==> config.mk <==
export PLATFORM = sky130hd
export DESIGN_NAME = alu_share_arbiter
export DESIGN_NICKNAME = d
export VERILOG_FILES = /design/src/rtl/alu_share_pkg.sv /design/src/rtl/alu_share_alu.sv /design/src/rtl/alu_share_arbiter_rr.sv /design/src/rtl/alu_share_arbiter.sv
export SDC_FILE = /design/constraint.sdc
export NUM_CORES = 1
export LEC_CHECK = 0
export CAP_MARGIN = 0
export CORE_UTILIZATION = 58
export DETAILED_ROUTE_END_ITERATION = 10
export PLACE_DENSITY_LB_ADDON = 0.3
export SLEW_MARGIN = 15
export SYNTH_ARGS = -nofsm -noshare
export SYNTH_HDL_FRONTEND = slang
export SYNTH_SLANG_ARGS = --single-unit
==> constraint.sdc <==
create_clock -name clk -period 5.2 [get_ports clk]
set_input_delay 1.56 -clock clk [delete_from_list [all_inputs] [get_ports clk]]
set_output_delay 1.56 -clock clk [all_outputs]
set_load 0.02 [all_outputs]
==> src/rtl/alu_share_pkg.sv <==
// Shared definitions for the ALU sharing arbiter: ALU op encodings, FSM states
// and the legal-op check used by the ALU wrapper.
package alu_share_pkg;

  localparam logic [3:0] ALU_AND = 4'b0000;
  localparam logic [3:0] ALU_OR  = 4'b0001;
  localparam logic [3:0] ALU_ADD = 4'b0010;
  localparam logic [3:0] ALU_SUB = 4'b0110;

  typedef enum logic [1:0] {
    ST_IDLE = 2'd0,
    ST_EXEC = 2'd1,
    ST_RESP = 2'd2
  } state_e;

  function automatic logic is_legal_op(input logic [3:0] op);
    logic legal;
    case (op)
      ALU_AND, ALU_OR, ALU_ADD, ALU_SUB: legal = 1'b1;
      default:                          legal = 1'b0;
    endcase
    return legal;
  endfunction

endpackage

==> src/rtl/alu_share_alu.sv <==
// The team's N-bit ALU: add/sub/and/or, purely combinational.
// Unsupported op encodings produce a zero result and raise illegal.
module alu_share_alu
  import alu_share_pkg::*;
#(
  parameter int N = 32
) (
  input  logic [3:0]   op,
  input  logic [N-1:0] a,
  input  logic [N-1:0] b,
  output logic [N-1:0] result,
  output logic         illegal
);

  always_comb begin
    result  = '0;
    illegal = !is_legal_op(op);
    case (op)
      ALU_ADD: result = a + b;
      ALU_SUB: result = a + ~b + N'(1);
      ALU_AND: result = a & b;
      ALU_OR:  result = a | b;
      default: result = '0;
    endcase
  end

endmodule

==> src/rtl/alu_share_arbiter_rr.sv <==
// Combinational round-robin arbiter: grants the first set request at or after
// ptr (wrapping), returning a one-hot grant, its index and an any-grant flag.
module rr_arbiter #(
  parameter int NREQ = 2
) (
  input  logic [NREQ-1:0]         req,
  input  logic [$clog2(NREQ)-1:0] ptr,
  output logic [NREQ-1:0]         grant,
  output logic [$clog2(NREQ)-1:0] id,
  output logic                    any
);

  localparam int IDW = $clog2(NREQ);

  int             sum;
  logic [IDW-1:0] idx;

  // Scan from the farthest offset down so the nearest request wins last.
  always_comb begin
    grant = '0;
    id    = '0;
    any   = 1'b0;
    sum   = 0;
    idx   = '0;
    for (int off = NREQ - 1; off >= 0; off--) begin
      sum = int'(ptr) + off;
      if (sum >= NREQ) begin
        sum = sum - NREQ;
      end
      idx = IDW'(sum);
      if (req[idx]) begin
        grant      = '0;
        grant[idx] = 1'b1;
        id         = idx;
        any        = 1'b1;
      end
    end
  end

endmodule

==> src/rtl/alu_share_arbiter.sv <==
// Shares one N-bit ALU between NREQ requesters with round-robin arbitration,
// valid/ready handshakes and a fixed two-cycle accept-to-response latency.
module alu_share_arbiter
  import alu_share_pkg::*;
#(
  parameter int N    = 32,
  parameter int NREQ = 2
) (
  input  logic              clk,
  input  logic              rst,
  input  logic [NREQ-1:0]   req_valid,
  output logic [NREQ-1:0]   req_ready,
  input  logic [NREQ*4-1:0] req_op,
  input  logic [NREQ*N-1:0] req_a,
  input  logic [NREQ*N-1:0] req_b,
  output logic [NREQ-1:0]   rsp_valid,
  input  logic              rsp_ready,
  output logic [N-1:0]      rsp_result,
  output logic              rsp_zero,
  output logic              rsp_illegal
);

  localparam int IDW = $clog2(NREQ);

  state_e          state_q, state_d;
  logic [IDW-1:0]  rr_ptr_q, rr_ptr_d;
  logic [IDW-1:0]  id_q, id_d;
  logic [3:0]      op_q, op_d;
  logic [N-1:0]    a_q, a_d;
  logic [N-1:0]    b_q, b_d;
  logic [N-1:0]    result_q, result_d;
  logic            zero_q, zero_d;
  logic            illegal_q, illegal_d;
  logic [NREQ-1:0] rsp_valid_q, rsp_valid_d;

  logic [NREQ-1:0] grant;
  logic [IDW-1:0]  grant_id;
  logic            grant_any;
  logic            arb_en;
  logic [3:0]      sel_op;
  logic [N-1:0]    sel_a;
  logic [N-1:0]    sel_b;
  logic [N-1:0]    alu_result;
  logic            alu_illegal;
  logic [NREQ-1:0] id_onehot;

  rr_arbiter #(
    .NREQ (NREQ)
  ) u_arb (
    .req   (req_valid),
    .ptr   (rr_ptr_q),
    .grant (grant),
    .id    (grant_id),
    .any   (grant_any)
  );

  alu_share_alu #(
    .N (N)
  ) u_alu (
    .op      (op_q),
    .a       (a_q),
    .b       (b_q),
    .result  (alu_result),
    .illegal (alu_illegal)
  );

  // Operand mux driven by the one-hot grant.
  always_comb begin
    sel_op = '0;
    sel_a  = '0;
    sel_b  = '0;
    for (int i = 0; i < NREQ; i++) begin
      if (grant[i]) begin
        sel_op = req_op[4*i +: 4];
        sel_a  = req_a[N*i +: N];
        sel_b  = req_b[N*i +: N];
      end
    end
  end

  always_comb begin
    id_onehot = '0;
    for (int i = 0; i < NREQ; i++) begin
      id_onehot[i] = (id_q == IDW'(i));
    end
  end

  always_comb begin
    state_d     = state_q;
    rr_ptr_d    = rr_ptr_q;
    id_d        = id_q;
    op_d        = op_q;
    a_d         = a_q;
    b_d         = b_q;
    result_d    = result_q;
    zero_d      = zero_q;
    illegal_d   = illegal_q;
    rsp_valid_d = rsp_valid_q;
    arb_en      = 1'b0;

    case (state_q)
      ST_IDLE: begin
        arb_en = 1'b1;
      end
      ST_EXEC: begin
        result_d    = alu_result;
        zero_d      = (alu_result == '0);
        illegal_d   = alu_illegal;
        rsp_valid_d = id_onehot;
        state_d     = ST_RESP;
      end
      ST_RESP: begin
        // A consumed response frees the ALU for a same-cycle accept.
        if (rsp_ready) begin
          arb_en      = 1'b1;
          rsp_valid_d = '0;
          state_d     = ST_IDLE;
        end
      end
      default: begin
        state_d = ST_IDLE;
      end
    endcase

    if (arb_en && grant_any) begin
      id_d     = grant_id;
      op_d     = sel_op;
      a_d      = sel_a;
      b_d      = sel_b;
      rr_ptr_d = (grant_id == IDW'(NREQ - 1)) ? '0 : grant_id + IDW'(1);
      state_d  = ST_EXEC;
    end
  end

  always_ff @(posedge clk) begin
    if (rst) begin
      state_q     <= ST_IDLE;
      rr_ptr_q    <= '0;
      id_q        <= '0;
      op_q        <= '0;
      a_q         <= '0;
      b_q         <= '0;
      result_q    <= '0;
      zero_q      <= 1'b0;
      illegal_q   <= 1'b0;
      rsp_valid_q <= '0;
    end else begin
      state_q     <= state_d;
      rr_ptr_q    <= rr_ptr_d;
      id_q        <= id_d;
      op_q        <= op_d;
      a_q         <= a_d;
      b_q         <= b_d;
      result_q    <= result_d;
      zero_q      <= zero_d;
      illegal_q   <= illegal_d;
      rsp_valid_q <= rsp_valid_d;
    end
  end

  assign req_ready   = arb_en ? grant : '0;
  assign rsp_valid   = rsp_valid_q;
  assign rsp_result  = result_q;
  assign rsp_zero    = zero_q;
  assign rsp_illegal = illegal_q;

endmodule

Yosys cells after proc, flatten, opt, wreduce, memory -nomap -nowiden:

Index checks and enable logic that the tools add are counted.
Widths: inputs -> output; s select.

* equal/unequal tests: 8
* add/subtract/negate cells: 7
* magnitude comparators: 6
* mux-type cells: 32
* reduce and logical (&&, ||, !) cells: 13
* bitwise logic cells: 5

Operator list (number)
* $mux 32: 4
* $pmux 32 s4: 1
* $add 32x32->32: 2
* $add 32x1->32 const B: 1
* $and 32x32->32: 1
* $logic_not 32->1: 1
* $not 32->32: 1
* $or 32x32->32: 1
* $mux 1: 16
* $mux 2: 4
* $mux 4: 2
* $pmux 2 s3: 1
* $reduce_and 2->1: 3
* $eq 4x1->1 const B: 1
* $eq 4x2->1 const B: 1
* $eq 4x3->1 const B: 1
* $logic_not 4->1: 1
* $lt 1x2->1 const B: 2
* $ne 2x2->1 const B: 2
* $pmux 2 s2: 1
* $reduce_or 4->1: 1
* $logic_and 1x1->1: 3
* $ne 3x3->1 const B: 1
* $add 1x1->2 const B: 1
* 14 further kinds: 18

* input port bits: 141
* output and inout port bits: 38
* register bits: 108
* logic and storage cells: 82

Depth between registers and ports, before layout:

* depth in word-level cells: 11
* depth in mapped cells: 14
* gate-level depth less buffers: 14

Cells and area by module:

From an unflattened synthesis, not the netlist that was laid out.

* cell total of the unflattened synthesis: 1281
* area, all modules: 9544.2 µm²

Modules (own cells, without submodules)
* alu_share_arbiter: times used 1, area each 4976.0 µm², cells each 592
* alu_share_alu: times used 1, area each 4535.6 µm², cells each 684
* rr_arbiter: times used 1, area each 32.5 µm², cells each 5

Worst setup path before layout:

Ideal clock, no wire load.

* kind: input -> output
* start point: input port rsp_ready
* end point: output port req_ready[1]
* cell stages on the path: 5
* path slack: 1144 ps
* data arrival time: 2496 ps
* cells stage by stage: inv_1 -> a21oi_1 -> and2_1 -> clkbuf_1 -> clkbuf_1

* cells in the longest elaborated chain, start to end: 3

RTL lines
* start: declaration: RTL line alu_share_arbiter.sv:17 `input logic rsp_ready,`
* $mux 1: RTL line alu_share_arbiter.sv:114 `if (rsp_ready) begin`
* $pmux 1 s2: RTL line alu_share_arbiter.sv:101 `case (state_q)`
* $mux 2: RTL line alu_share_arbiter.sv:161 `assign req_ready = arb_en ? grant : '0;`
* end: declaration: RTL line alu_share_arbiter.sv:12 `output logic [NREQ-1:0] req_ready,`

No other way between the ends.

Worst setup path in the final report:

Same ends and word-level chain as after synthesis.

==> metrics.yaml <==
synth_top_area_cell: "dfxtp_1"
yosysWarnings: 0
dp_cells: 1518
grt_pass1_wl_um: 48080
period_minus_slack_ps: 4940
htree_num_levels: 3
synth_top_cell_area_share: 0.2384
rrSetupSlack_ps: 1090
crit_path_max_incr_delay_ps: 620
cts_buffer_depth: 2
crit_cells: 5
r2r_cells: 13
viasPerCell: 6.404
netlist_area_sq_mm: 0.009069
gp_congestion: 1.021
finalSetupViolCount: 0
power.density_mw_per_mm2: 273.5
swShare: 0.4084
routed_wl_um: 30040
synthFlopType: "dfxtp_1"
start_kind: "primary input"
hpwl_um: 21940
hold_path.class: "flop to flop"
seq_area_frac_synth: 0.2384
vias: 9824
r2r_end: "rsp_zero$_SDFFE_PP0P_"
die_h_um: 127.0
slowest_stage: "clkdlybuf4s50_1"
wl_per_cell_um: 19.58
cts.sinks: 108
cp-end-kind: "primary output"
crit_chain: "clkdlybuf4s50_1 > inv_1 > a21oi_1 > and2_1 > clkdlybuf4s50_1"
combinationalPowerShare: 0.440
p_int_mw: 1.819
relSlewSlack: 0.2811
gr-total-overflow: 0
power.share.clock: 0.241
drc_errors: 0
grt_start_max_net_pins: 59
async_flop_share: 0
path_class: "primary input to primary output"
io_pins: 179
timing.critical_path.max_delay_family: "buffers and inverters"
min_period_over_period: 0.9501
gr-usage-all-layers: 0.3760
synth_edf_count: 0
synthDistinctLibCells: 77
hold_start: "rsp_result[7]$_SDFFE_PP0P_"
final-hold-violation-count: 0
total_power_mw: 3.075
fin_cells: 1534
syn_area_per_cell_sq_um: 7.532
rr_startpoint: "b_q[0]$_SDFFE_PP0P_"
cts_hold_buf: 0
fp-row-count: 45
ant_nets: 0
clk_pin_slew_ps: 70
critPathMaxFanout: 3
antenna_found_initial: 0
syn-num-nets: 1451
fin_setup_tns_ps: 0
die_x_um: 127.0
drive_above_1_share: 0.04157
worstMarginPinSlew_ps: 1074
cts_resized: 0
fmax_ghz: 0.2024
cap_violations: 0
antenna_cells: 0
cts-root-buf: "clkbuf_16"
synthCells: 1204
portBuffers: 178
min_to: "rsp_result[7]$_SDFFE_PP0P_"
cts_buffers: 9
post-cts-setup-buffers: 0
skew_ps: 11.84
netlist_top_cells_area: "dfxtp_1 (24%), ha_1 (14%), a21oi_1 (6.3%)"
layout-area-overhead-vs-synth_pct: 23.98
nNetsFinal: 1565
drt_iter0_drc: 874
synth-seq-cells: 108
start_util: 0.5943
seqPwrFrac: 0.319
slew_viol_final: 0
arrival_ps: 3380
vdd_ir_drop_max_v: 0.0002007
fp.coreArea_sq_mm: 0.01526
status: "finished clean"
critical_path_buf_inv_count: 3
rsz0062_at_grt: "no"
leakage_nw: 4.236
dieArea_sq_mm: 0.01614
crit_top_cell: "clkdlybuf4s50_1"
grt_pass1_vias: 9370
p_switching_mw: 1.256
clk-insertion-delay-late_ps: 370
cts_tree: "done"
firstDrtPassIters: 5
holdPathStages: 2
crit_start: "rsp_ready"
required_ps: 3640
sequential cells by signal (all words and copies together), names as in the netlist:
signal,cells
id_q,1
rsp_illegal,1
op_q,4
a_q,32
b_q,32
rsp_valid,2
rsp_zero,1
rr_ptr_q,1
state_q,2
rsp_result,32
final cells by class:
cell class | count | area [sq um]
repair buffers | 193 | 1892
multi-input cells | 901 | 6211
inverters | 105 | 394.1
well taps | 211 | 264.0
clock inverters | 7 | 93.84
clock buffers | 9 | 225.2
flip-flops and latches | 108 | 2163
fillers | 1217 | 4015
layer usage:
metal / share of wire / global-route usage
met2: 0.47 / 0.6387
met4: 0.029 / 0.1380
met1: 0.43 / 0.4801
met3: 0.074 / 0.06198
met5: 0 / 0
cells in the final DEF, fill, tap and decap left out, types with 41 or more instances in the layout:
cell type / netlist / routed
a211oi_1: 67 / 67
a21oi_1: 114 / 114
o21ai_0: 50 / 50
inv_1: 104 / 104
a221oi_1: 41 / 41
dfxtp_1: 108 / 107
ha_1: 104 / 104
nor2_1: 97 / 97
clkdlybuf4s50_1: 0 / 177
nand2_1: 95 / 95
cells in the mapped netlist, drive strengths merged, types with 3 or more instances:
| library cell | instances |
|---|---|
| nand2 | 95 |
| o211ai | 20 |
| o211a | 3 |
| nor3b | 3 |
| and2 | 3 |
| a31o | 3 |
| o221ai | 8 |
| o22ai | 8 |
| nand4 | 12 |
| clkbuf | 74 |
| nor2b | 13 |
| a22oi | 36 |
| a2111oi | 9 |
| or4 | 4 |
| a311oi | 5 |
| xnor2 | 13 |
| mux2i | 10 |
| nor3 | 29 |
| inv | 105 |
| a31oi | 15 |
| o2111ai | 3 |
| ha | 104 |
| a21oi | 115 |
| o21bai | 4 |
| a32oi | 3 |
| o21a | 4 |
| o31a | 3 |
| buf | 16 |
| dfxtp | 108 |
| nand2b | 8 |
| nor4 | 10 |
| a211oi | 68 |
| o21ai | 56 |
| xor2 | 4 |
| or3 | 6 |
| a221oi | 41 |
| nand3b | 3 |
| and3 | 6 |
| nor2 | 97 |
| a21boi | 3 |
| o31ai | 10 |
| nand3 | 26 |
| a21o | 6 |
kinds of logic (layout without fill, tap and decap cells):
family / after synthesis / in the layout / synth area share
buffers and inverters: 195 / 314 / 0.08182
XOR/XNOR: 17 / 17 / 0.01642
multiplexers: 10 / 10 / 0.01104
adder cells (fa/ha/maj): 106 / 106 / 0.1479
AO/OA/AOI/OAI: 444 / 444 / 0.3368
flip-flops: 108 / 108 / 0.2384
AND/OR/NAND/NOR: 324 / 324 / 0.1676
through the flow:
stage / cell area (sq um) / setup slack (ps) / util / hold slack (ps)
after global routing: 11240 / 210.0 / 0.7369 / 469.9
after floorplan: 9069 / 1144 / - / 447.0
after global placement: 10920 / 378.4 / 0.7159 / 442.3
after detailed placement: 10920 / 259.7 / 0.7159 / 448.3
after CTS: 11240 / 257.6 / 0.7369 / 458.7
final: 11240 / 259.7 / 0.7369 / 455.9
tightest hold or removal path, cell delays in order, from the launching register on:
cell,delay [ps]
dfxtp_1,310
nand2_1,50
a21oi_1,50
power groups by stage:
stage	clock network [mW]	registers (mW)	logic [mW]
final	0.742	0.982	1.35
after global routing	0.784	0.993	1.48
after CTS	0.746	0.980	1.32
after detailed placement	0	0.999	1.31
after global placement	0	0.994	1.29
after floorplan	0	1.00	0.859
how the worst max path moves through the flow:
stage               slack (ps)           end
floorplan                 1140  req_ready[1]
global placement           380  req_ready[1]
detailed placement         260  req_ready[1]
CTS                        260  req_ready[1]
global route               210  req_ready[1]
finish                     260  req_ready[1]
(Power assumes the default switching activity.)
